$ cat src/rtl/alu_mc.sv
// rtl/alu_mc.sv - multi-cycle ALU with valid/ready handshake; iterative divider built only when ALU_MC_DIV_EN is defined
module alu_mc #(
    parameter int WIDTH = 32
) (
    input  logic             clk,
    input  logic             rst_n,
    input  logic             in_valid,
    output logic             in_ready,
    input  logic [WIDTH-1:0] a,
    input  logic [WIDTH-1:0] b,
    input  logic [3:0]       ALUC,
    output logic             out_valid,
    input  logic             out_ready,
    output logic [WIDTH-1:0] c,
    output logic             zero
);

    localparam int SHW = $clog2(WIDTH);
    localparam int CW  = SHW + 1;

    localparam logic [3:0] OP_ADD  = 4'b0000;
    localparam logic [3:0] OP_SUB  = 4'b0001;
    localparam logic [3:0] OP_AND  = 4'b0010;
    localparam logic [3:0] OP_OR   = 4'b0011;
    localparam logic [3:0] OP_XOR  = 4'b0100;
    localparam logic [3:0] OP_SLTU = 4'b0101;
    localparam logic [3:0] OP_SLT  = 4'b0110;
    localparam logic [3:0] OP_SLL  = 4'b0111;
    localparam logic [3:0] OP_SRL  = 4'b1000;
    localparam logic [3:0] OP_SRA  = 4'b1001;
    localparam logic [3:0] OP_MUL  = 4'b1010;
`ifdef ALU_MC_DIV_EN
    localparam logic [3:0] OP_DIVU = 4'b1011;
    localparam logic [3:0] OP_REMU = 4'b1100;
`endif

    typedef enum logic [1:0] {IDLE, BUSY, DONE} state_t;

    state_t           state_q, state_d;
    logic [WIDTH-1:0] a_q, a_d;     // multiplicand (MUL) or dividend/quotient shifter (DIV)
    logic [WIDTH-1:0] b_q, b_d;     // multiplier shifter (MUL) or divisor (DIV)
    logic [3:0]       op_q, op_d;
    logic [CW-1:0]    cnt_q, cnt_d;
    logic [WIDTH-1:0] acc_q, acc_d; // product accumulator (MUL) or partial remainder (DIV)
    logic [WIDTH-1:0] c_q, c_d;
    logic             zero_q, zero_d;

    logic [WIDTH-1:0] alu_res;
    logic             is_multi;
    logic             accept;
    logic [WIDTH-1:0] res_fin;
`ifdef ALU_MC_DIV_EN
    logic [WIDTH:0]   trial;
`endif

    assign out_valid = (state_q == DONE);
    assign in_ready  = (state_q == IDLE) || ((state_q == DONE) && out_ready);
    assign accept    = in_valid && in_ready;
    assign c         = c_q;
    assign zero      = zero_q;

    // Single-cycle result straight from the live operands, used on acceptance
    always_comb begin
        logic [SHW-1:0] sh;
        sh       = b[SHW-1:0];
        alu_res  = '0;
        is_multi = (ALUC == OP_MUL);
`ifdef ALU_MC_DIV_EN
        is_multi = is_multi || (ALUC == OP_DIVU) || (ALUC == OP_REMU);
`endif
        case (ALUC)
            OP_ADD:  alu_res = a + b;
            OP_SUB:  alu_res = a - b;
            OP_AND:  alu_res = a & b;
            OP_OR:   alu_res = a | b;
            OP_XOR:  alu_res = a ^ b;
            OP_SLTU: alu_res = {{(WIDTH-1){1'b0}}, (a < b)};
            OP_SLT:  alu_res = {{(WIDTH-1){1'b0}}, ($signed(a) < $signed(b))};
            OP_SLL:  alu_res = a << sh;
            OP_SRL:  alu_res = a >> sh;
            OP_SRA:  alu_res = $unsigned($signed(a) >>> sh);
            default: alu_res = '0;
        endcase
    end

    // Next-state, operand capture and one iteration step per BUSY cycle
    always_comb begin
        state_d = state_q;
        a_d     = a_q;
        b_d     = b_q;
        op_d    = op_q;
        cnt_d   = cnt_q;
        acc_d   = acc_q;
        c_d     = c_q;
        zero_d  = zero_q;
        res_fin = '0;
`ifdef ALU_MC_DIV_EN
        trial   = '0;
`endif
        case (state_q)
            IDLE, DONE: begin
                if (accept) begin
                    a_d  = a;
                    b_d  = b;
                    op_d = ALUC;
                    if (is_multi) begin
                        state_d = BUSY;
                        cnt_d   = CW'(WIDTH);
                        acc_d   = '0;
                    end else begin
                        state_d = DONE;
                        c_d     = alu_res;
                        zero_d  = (alu_res == '0);
                    end
                end else if (state_q == DONE && out_ready) begin
                    state_d = IDLE;
                end
            end
            BUSY: begin
                if (op_q == OP_MUL) begin
                    acc_d   = b_q[0] ? (acc_q + a_q) : acc_q;
                    a_d     = a_q << 1;
                    b_d     = b_q >> 1;
                    res_fin = acc_d;
                end
`ifdef ALU_MC_DIV_EN
                else begin
                    // Restoring step: shift next dividend bit into the remainder, subtract if it fits
                    trial = {acc_q, a_q[WIDTH-1]} - {1'b0, b_q};
                    if (!trial[WIDTH]) begin
                        acc_d = trial[WIDTH-1:0];
                        a_d   = {a_q[WIDTH-2:0], 1'b1};
                    end else begin
                        acc_d = {acc_q[WIDTH-2:0], a_q[WIDTH-1]};
                        a_d   = {a_q[WIDTH-2:0], 1'b0};
                    end
                    res_fin = (op_q == OP_DIVU) ? a_d : acc_d;
                end
`endif
                cnt_d = cnt_q - 1'b1;
                // Last step writes the result on the same edge it completes
                if (cnt_q == CW'(1)) begin
                    c_d     = res_fin;
                    zero_d  = (res_fin == '0);
                    state_d = DONE;
                end
            end
            default: state_d = IDLE;
        endcase
    end

    // State and datapath registers
    always_ff @(posedge clk or negedge rst_n) begin
        if (!rst_n) begin
            state_q <= IDLE;
            a_q     <= '0;
            b_q     <= '0;
            op_q    <= '0;
            cnt_q   <= '0;
            acc_q   <= '0;
            c_q     <= '0;
            zero_q  <= 1'b0;
        end else begin
            state_q <= state_d;
            a_q     <= a_d;
            b_q     <= b_d;
            op_q    <= op_d;
            cnt_q   <= cnt_d;
            acc_q   <= acc_d;
            c_q     <= c_d;
            zero_q  <= zero_d;
        end
    end

endmodule

$ cat config.mk
export PLATFORM = sky130hd
export DESIGN_NAME = alu_mc
export DESIGN_NICKNAME = d
export VERILOG_FILES = /design/src/rtl/alu_mc.sv
export SDC_FILE = /design/constraint.sdc
export NUM_CORES = 1
export LEC_CHECK = 0
export ABC_AREA = 1
export CAP_MARGIN = 20
export CORE_ASPECT_RATIO = 1.5
export CORE_UTILIZATION = 50
export CTS_CLUSTER_SIZE = 30
export DETAILED_ROUTE_END_ITERATION = 7
export GPL_ROUTABILITY_DRIVEN = 0
export PLACE_DENSITY_LB_ADDON = 0.05
export SKIP_LAST_GASP = 1
export SLEW_MARGIN = 30
export SYNTH_ARGS = -nofsm -noshare
export SYNTH_HDL_FRONTEND = slang
export SYNTH_SLANG_ARGS = --single-unit
export TNS_END_PERCENT = 10
$ cat constraint.sdc
create_clock -name clk -period 6.4 [get_ports clk]
set_clock_uncertainty 0.15 [all_clocks]
set_input_delay 1.28 -clock clk [delete_from_list [all_inputs] [get_ports clk]]
set_output_delay 1.28 -clock clk [all_outputs]
set_load 0.1 [all_outputs]
==> out/results.tsv, run 1 <==
metric	value	unit
grt_max_degree	94	
fin_crit	5190	ps
cts_made_buffers	17	
critPathMaxStageDelay	700	ps
postCtsResizedCells	0	
path_max_fanout	10	
antenna_found_initial	7	
avgRoutedWirePerCell	23.1	microns
top_level_ports	107	
rsz0062_at_grt	false	
use_met2	73.3	%
yosysUniqueCellTypes	44	
synth_area_per_cell	5.66	sq um
start_util	50.8	%
yosys_register_bits	141	
rows	86	
maxSlewViolCount	0	
place_area	19900	sq um
ys.flop_type	dfrtp_1	
synth_cells	3293	
synth-edff-count	0	
drt_iter0_drc	3192	
finalWirelength	88000	microns
firstDrtPassIters	8	
cts.sinks	141	
die_x	160	microns
cts_tree	yes	
gr-total-overflow	0	
grt_pass1_wl	133000	microns
nNetsFinal	3515	
tns	0	ps
crit_slowest_cell	clkdlybuf4s50_1	
pwr_density_cell	275	nW/um^2
grtUsageMet3	15.5	%
finalCritPeriodShare	81.2	%
critPathKind	in -> reg	
synth-warning-count	0	
grt.busiest_layer	met2	
drv_cap	0	
syn_to_final_growth	10.0	%
insertion_delay	460	ps
finalCoreUtilization	55.9	%
power	5640	uW
yosysSeqAreaShare	18.9	%
grt_pass1_vias	23000	
path_common_cell	nand2_1	
grt_util_all_layers	46.5	%
die_y	239	microns
hold_viol	0	
antenna_left	0	
cp.required	6580	ps
dieArea	38100	sq um
power.leakage	0.0105	uW
syn_nets	3501	
via_per_inst	6.34	
ctsHtreeMaxLevel	4	
layout_commonest_cell	nand2_1	
numPortBuffers	106	
clkTransAtPathRegs	60	ps
use_met1	48.1	%
max_slew.worst_pin.slew	1030	ps
via_count	24100	
max_slew_margin	31.3	%
arrival	5380	ps
async_reset_ff_share	100	%
finalSetupViolCount	0	
path_cells	clkdlybuf4s50_1, inv_1, ha_1, inv_1, a21oi_1, nand2_1, a21oi_1, nand2_1, nand2_1, nand2_1, nand2_1, nand3_1, nand2_1, clkinv_1, nand2_1, nor2_1, nand2_1, nor2_1, nand3_1, nand2_1, nand2_1, nand2_1	
fmax	193	MHz
fp.coreArea	36700	sq um
final_design_area_no_fill	20500	sq um
min_path_type	reg -> reg	
postCtsSetupBuffers	0	
drive_gt1_share	2.83	%
netlist_area	18600	sq um
drc	2	
violations	DRC	
crit_path_end_kind	flip-flop	
layout_common_cells	nand2_1, nand3_1, inv_1	
place_hpwl	65600	microns
clockBufferDepth	2	
ir_drop	212	uV
cp-start-kind	input pin	
clock-root-buffer	clkbuf_16	
status	finished with violations	
cts_hold_buf	0	
-- per-stage QoR --
stage | setup WS, ps | hold slack (ps) | std cells
2_1_floorplan | 1970 | 296 | 3293
3_3_place_gp | 1170 | 312 | 3772
3_5_place_dp | 1170 | 319 | 3772
4_1_cts | 1630 | 334 | 3803
5_1_grt | 807 | 369 | 3803
6_report | 1210 | 330 | 3806
-- worst max-delay path: cells and delay by family --
kind,cells,cell delay [ps]
AOI/OAI and AO/OA,2,450
adders and majority gates,1,530
buffers and inverters,4,1050
and+or+nand+nor,15,2050
-- metal layers --
layer	routed length (microns)	share of wire [%]
met5	36	0.041
met1	28800	33
met2	38400	44
met3	10400	12
met4	10400	12
-- synth_stat cells (7+ instances only) --
cell	count	share of area (%)
nand4_1	44	1.5
a21o_1	7	0.28
o22ai_1	17	0.57
nand3_1	547	15
dfrtp_1	141	19
o211ai_1	70	2.8
inv_2	13	0.26
nor2_1	322	6.5
nor3_1	32	0.86
a31oi_1	27	0.91
buf_1	10	0.20
buf_2	68	1.8
o21a_1	9	0.36
inv_1	405	8.2
ha_1	133	8.9
clkbuf_1	60	1.2
o21ai_0	176	4.7
nand2_1	957	19
o21ai_1	13	0.35
a21oi_1	163	4.4
o21bai_1	15	0.60
-- registers in the layout, indices dropped and copies added (netlist names) --
register,flops
zero,1
acc_q,32
b_q,32
op_q,4
c,32
a_q,32
cnt_q,6
state_q,2
-- logic make-up (layout without fill, tap and decap cells) --
kind of cell | Yosys count | after routing | synth area share (%)
AO/OA/AOI/OAI | 516 | 516 | 15.9
other | 0 | 3 | 0
XOR/XNOR | 6 | 6 | 0.282
AND/OR/NAND/NOR | 1926 | 1926 | 43.6
flip-flops | 141 | 141 | 18.9
buffers and inverters | 567 | 593 | 12.0
adder cells (fa/ha/maj) | 136 | 136 | 9.25
multiplexers | 1 | 1 | 0.0537
-- path summary, 6_finish.rpt --
path / start / endpoint / slack (ps) / depth (start not counted)
max: b[15] / zero / 1210 / 22
min: op_q[3] / op_q[3] / 330 / 2
max reg2reg: a_q[0] / zero / 2640 / 19
min reg2reg: op_q[3] / op_q[3] / 330 / 2
max in group asynchronous: rst_n / a_q[5] / 4080 / 2
min in group asynchronous: rst_n / cnt_q[2] / 780 / 1
-- area by class of cell --
| cell class | instances | area (sq um) |
|---|---|---|
| Inverter | 421 | 1580 |
| Clock buffer | 20 | 457 |
| Antenna cell | 3 | 7.51 |
| Fill cell | 3876 | 16200 |
| Clock inverter | 11 | 109 |
| Multi-Input combinational cell | 2585 | 12900 |
| Tap cell | 484 | 606 |
| Timing Repair Buffer | 141 | 1330 |
| Sequential cell | 141 | 3530 |
-- report_power, final --
part	leakage, uW	total (uW)	switching, uW	internal, uW
clock network	0.000278	1020	458	559
registers	0.00173	1330	176	1150
logic	0.00847	3300	2390	906
Power figures use the tool's default switching activity.
==> run 2: changes to the inputs <==
- clock period: 6.4 -> 4.23 ns (I/O delays scaled with it)
==> run 2 against run 1 <==
The flow still finishes with violations (DRC). Critical path depth down 3. Non-clock buffer count increased by 176. First-iteration DRC count is 6.9% higher. Sequential cell count stayed put. Setup slack got worse by 1100 ps. Largest cell class unchanged. Sequential share of layout area down 1.1 points. Utilization increased by 3.9 points. Clock-buffer cell count shrank 3. Combinational power rose by 57%.
==> out/results.tsv, run 2 (synthesis gave the netlist of run 1 again) <==
metric	value	unit	change
post-place-ws	-139	ps	-1310 ps
arrival	4360	ps	-1020 ps
layout_common_cells	nand2_1, nand3_1, inv_1		
cts_made_buffers	17		unchanged
tns	0	ps	unchanged
ctsHtreeMaxLevel	4		unchanged
clock-root-buffer	clkbuf_16		
maxSlewViolCount	0		unchanged
path_max_fanout	8		-2
nNetsFinal	3691		+5.0%
grt_util_all_layers	45.4	%	-1.0 points
fin_crit	4110	ps	
drv_cap	0		unchanged
cts_tree	yes		
via_per_inst	6.11		-3.6%
via_count	24300		+0.86%
setup_ws	123	ps	-1080 ps
antenna_found_initial	3		-4
antenna_left	0		unchanged
layout_commonest_cell	nand2_1		
path_delay_family	simple AND/OR/NAND/NOR gates		
max_slew_margin	33.9	%	+2.6 points
hold_viol	0		unchanged
fmax	243	MHz	
dpl.cell_count	3948		+4.7%
postCtsResizedCells	0		unchanged
numPortBuffers	106		unchanged
finalCritPeriodShare	97.1	%	
die_y	239	microns	unchanged
syn_to_final_growth	17.7	%	
drt_iter0_drc	3413		+6.9%
grt_max_degree	127		+35%
clkTransAtPathRegs	80	ps	+20 ps
stdcell_count	3981		+4.6%
pwr_density_cell	395	nW/um^2	+44%
ff2ff_setup_slack	550	ps	-2090 ps
path_cells	clkdlybuf4s50_1, inv_1, ha_1, nand2_1, nor2_1, inv_1, nor2_1, nand4_1, nand3_1, a21oi_1, o21ai_0, o21ai_0, nor2_1, nand3_1, nor2_1, nand3_1, nand2_1, nand2_1, nand2_1		
min_path_type	in -> async		
power	8670	uW	+54%
gr-total-overflow	0		unchanged
finalSetupViolCount	0		unchanged
cts_hold_buf	0		unchanged
drive_gt1_share	7.95	%	+5.1 points
dieArea	38100	sq um	unchanged
crit_path_end_kind	flip-flop		
max_slew.worst_pin.slew	988	ps	-37.5 ps
finalWirelength	85900	microns	-2.5%
violations	DRC		
firstDrtPassIters	8		unchanged
crit_slowest_cell	clkdlybuf4s50_1		
ir_drop	344	uV	+62%
fp.coreArea	36700	sq um	unchanged
grt_pass1_wl	132000	microns	-0.86%
status	finished with violations		
cp.required	4480	ps	-2100 ps
path_buf_inv	3		-1
critPathKind	in -> reg		
insertion_delay	460	ps	about the same
cts.sinks	141		unchanged
rows	86		unchanged
critPathMaxStageDelay	580	ps	-120 ps
top_level_ports	107		unchanged
grt_pass1_vias	23400		+1.9%
place_hpwl	66300	microns	+1.1%
clockBufferDepth	2		unchanged
power.leakage	0.0114	uW	+8.7%
finalHoldWorstSlack	298	ps	-32.1 ps
drc	5		+3
avgRoutedWirePerCell	21.6	microns	-6.8%
start_util	50.8	%	unchanged
postCtsSetupBuffers	0		unchanged
die_x	160	microns	unchanged
cp-start-kind	input pin		
run 2: changes by cell type in the layout (fill, tap and decap cells not counted), sizes merged, moves of 2 or more:
cell,delta
clkbuf,-3
diode,-2
inv,+5
buf,+177
clkinvlp,+2
dlymetal6s2s,+3
clkinv,-2
clkdlybuf4s50,-4
run 2: final timing paths:
| path | from | cells after the start | endpoint |
|---|---|---|---|
| setup / recovery | b[15] | 19 | zero |
| hold / removal | rst_n | 1 | cnt_q[3] |
| setup reg to reg | a_q[0] | 19 | zero |
| hold reg to reg | op_q[0] | 2 | op_q[0] |
| max in group asynchronous | rst_n | 2 | c[7] |
| min in group clk | op_q[0] | 2 | op_q[0] |
run 2: power by group:
part           leakage (uW)  internal, uW  switching (uW)
Clock              0.000266           769             727
Sequential          0.00173          1740             260
Combinational       0.00939          1540            3630
run 2: layer usage:
metal	global-route usage, %	wire [microns]
met5	0	27
met4	43.0	9900
met3	11.1	8580
met2	74.2	38400
met1	48.0	29000
run 2: final cells by class:
cell class              count  area (sq um)
fillers                  3767         14800
multi-input cells        2585         12900
clock inverters            15           125
inverters                 421          1580
well taps                 484           606
diodes                      1          2.50
clock buffers              17           425
repair buffers            317          2760
flip-flops and latches    141          3530
run 2: stage by stage:
step | util (%) | cell area [sq um]
floorplan | - | 18600
global placement | 58.2 | 21400
detailed placement | 58.2 | 21400
CTS | 59.7 | 21900
global route | 59.8 | 21900
finish | 59.8 | 21900
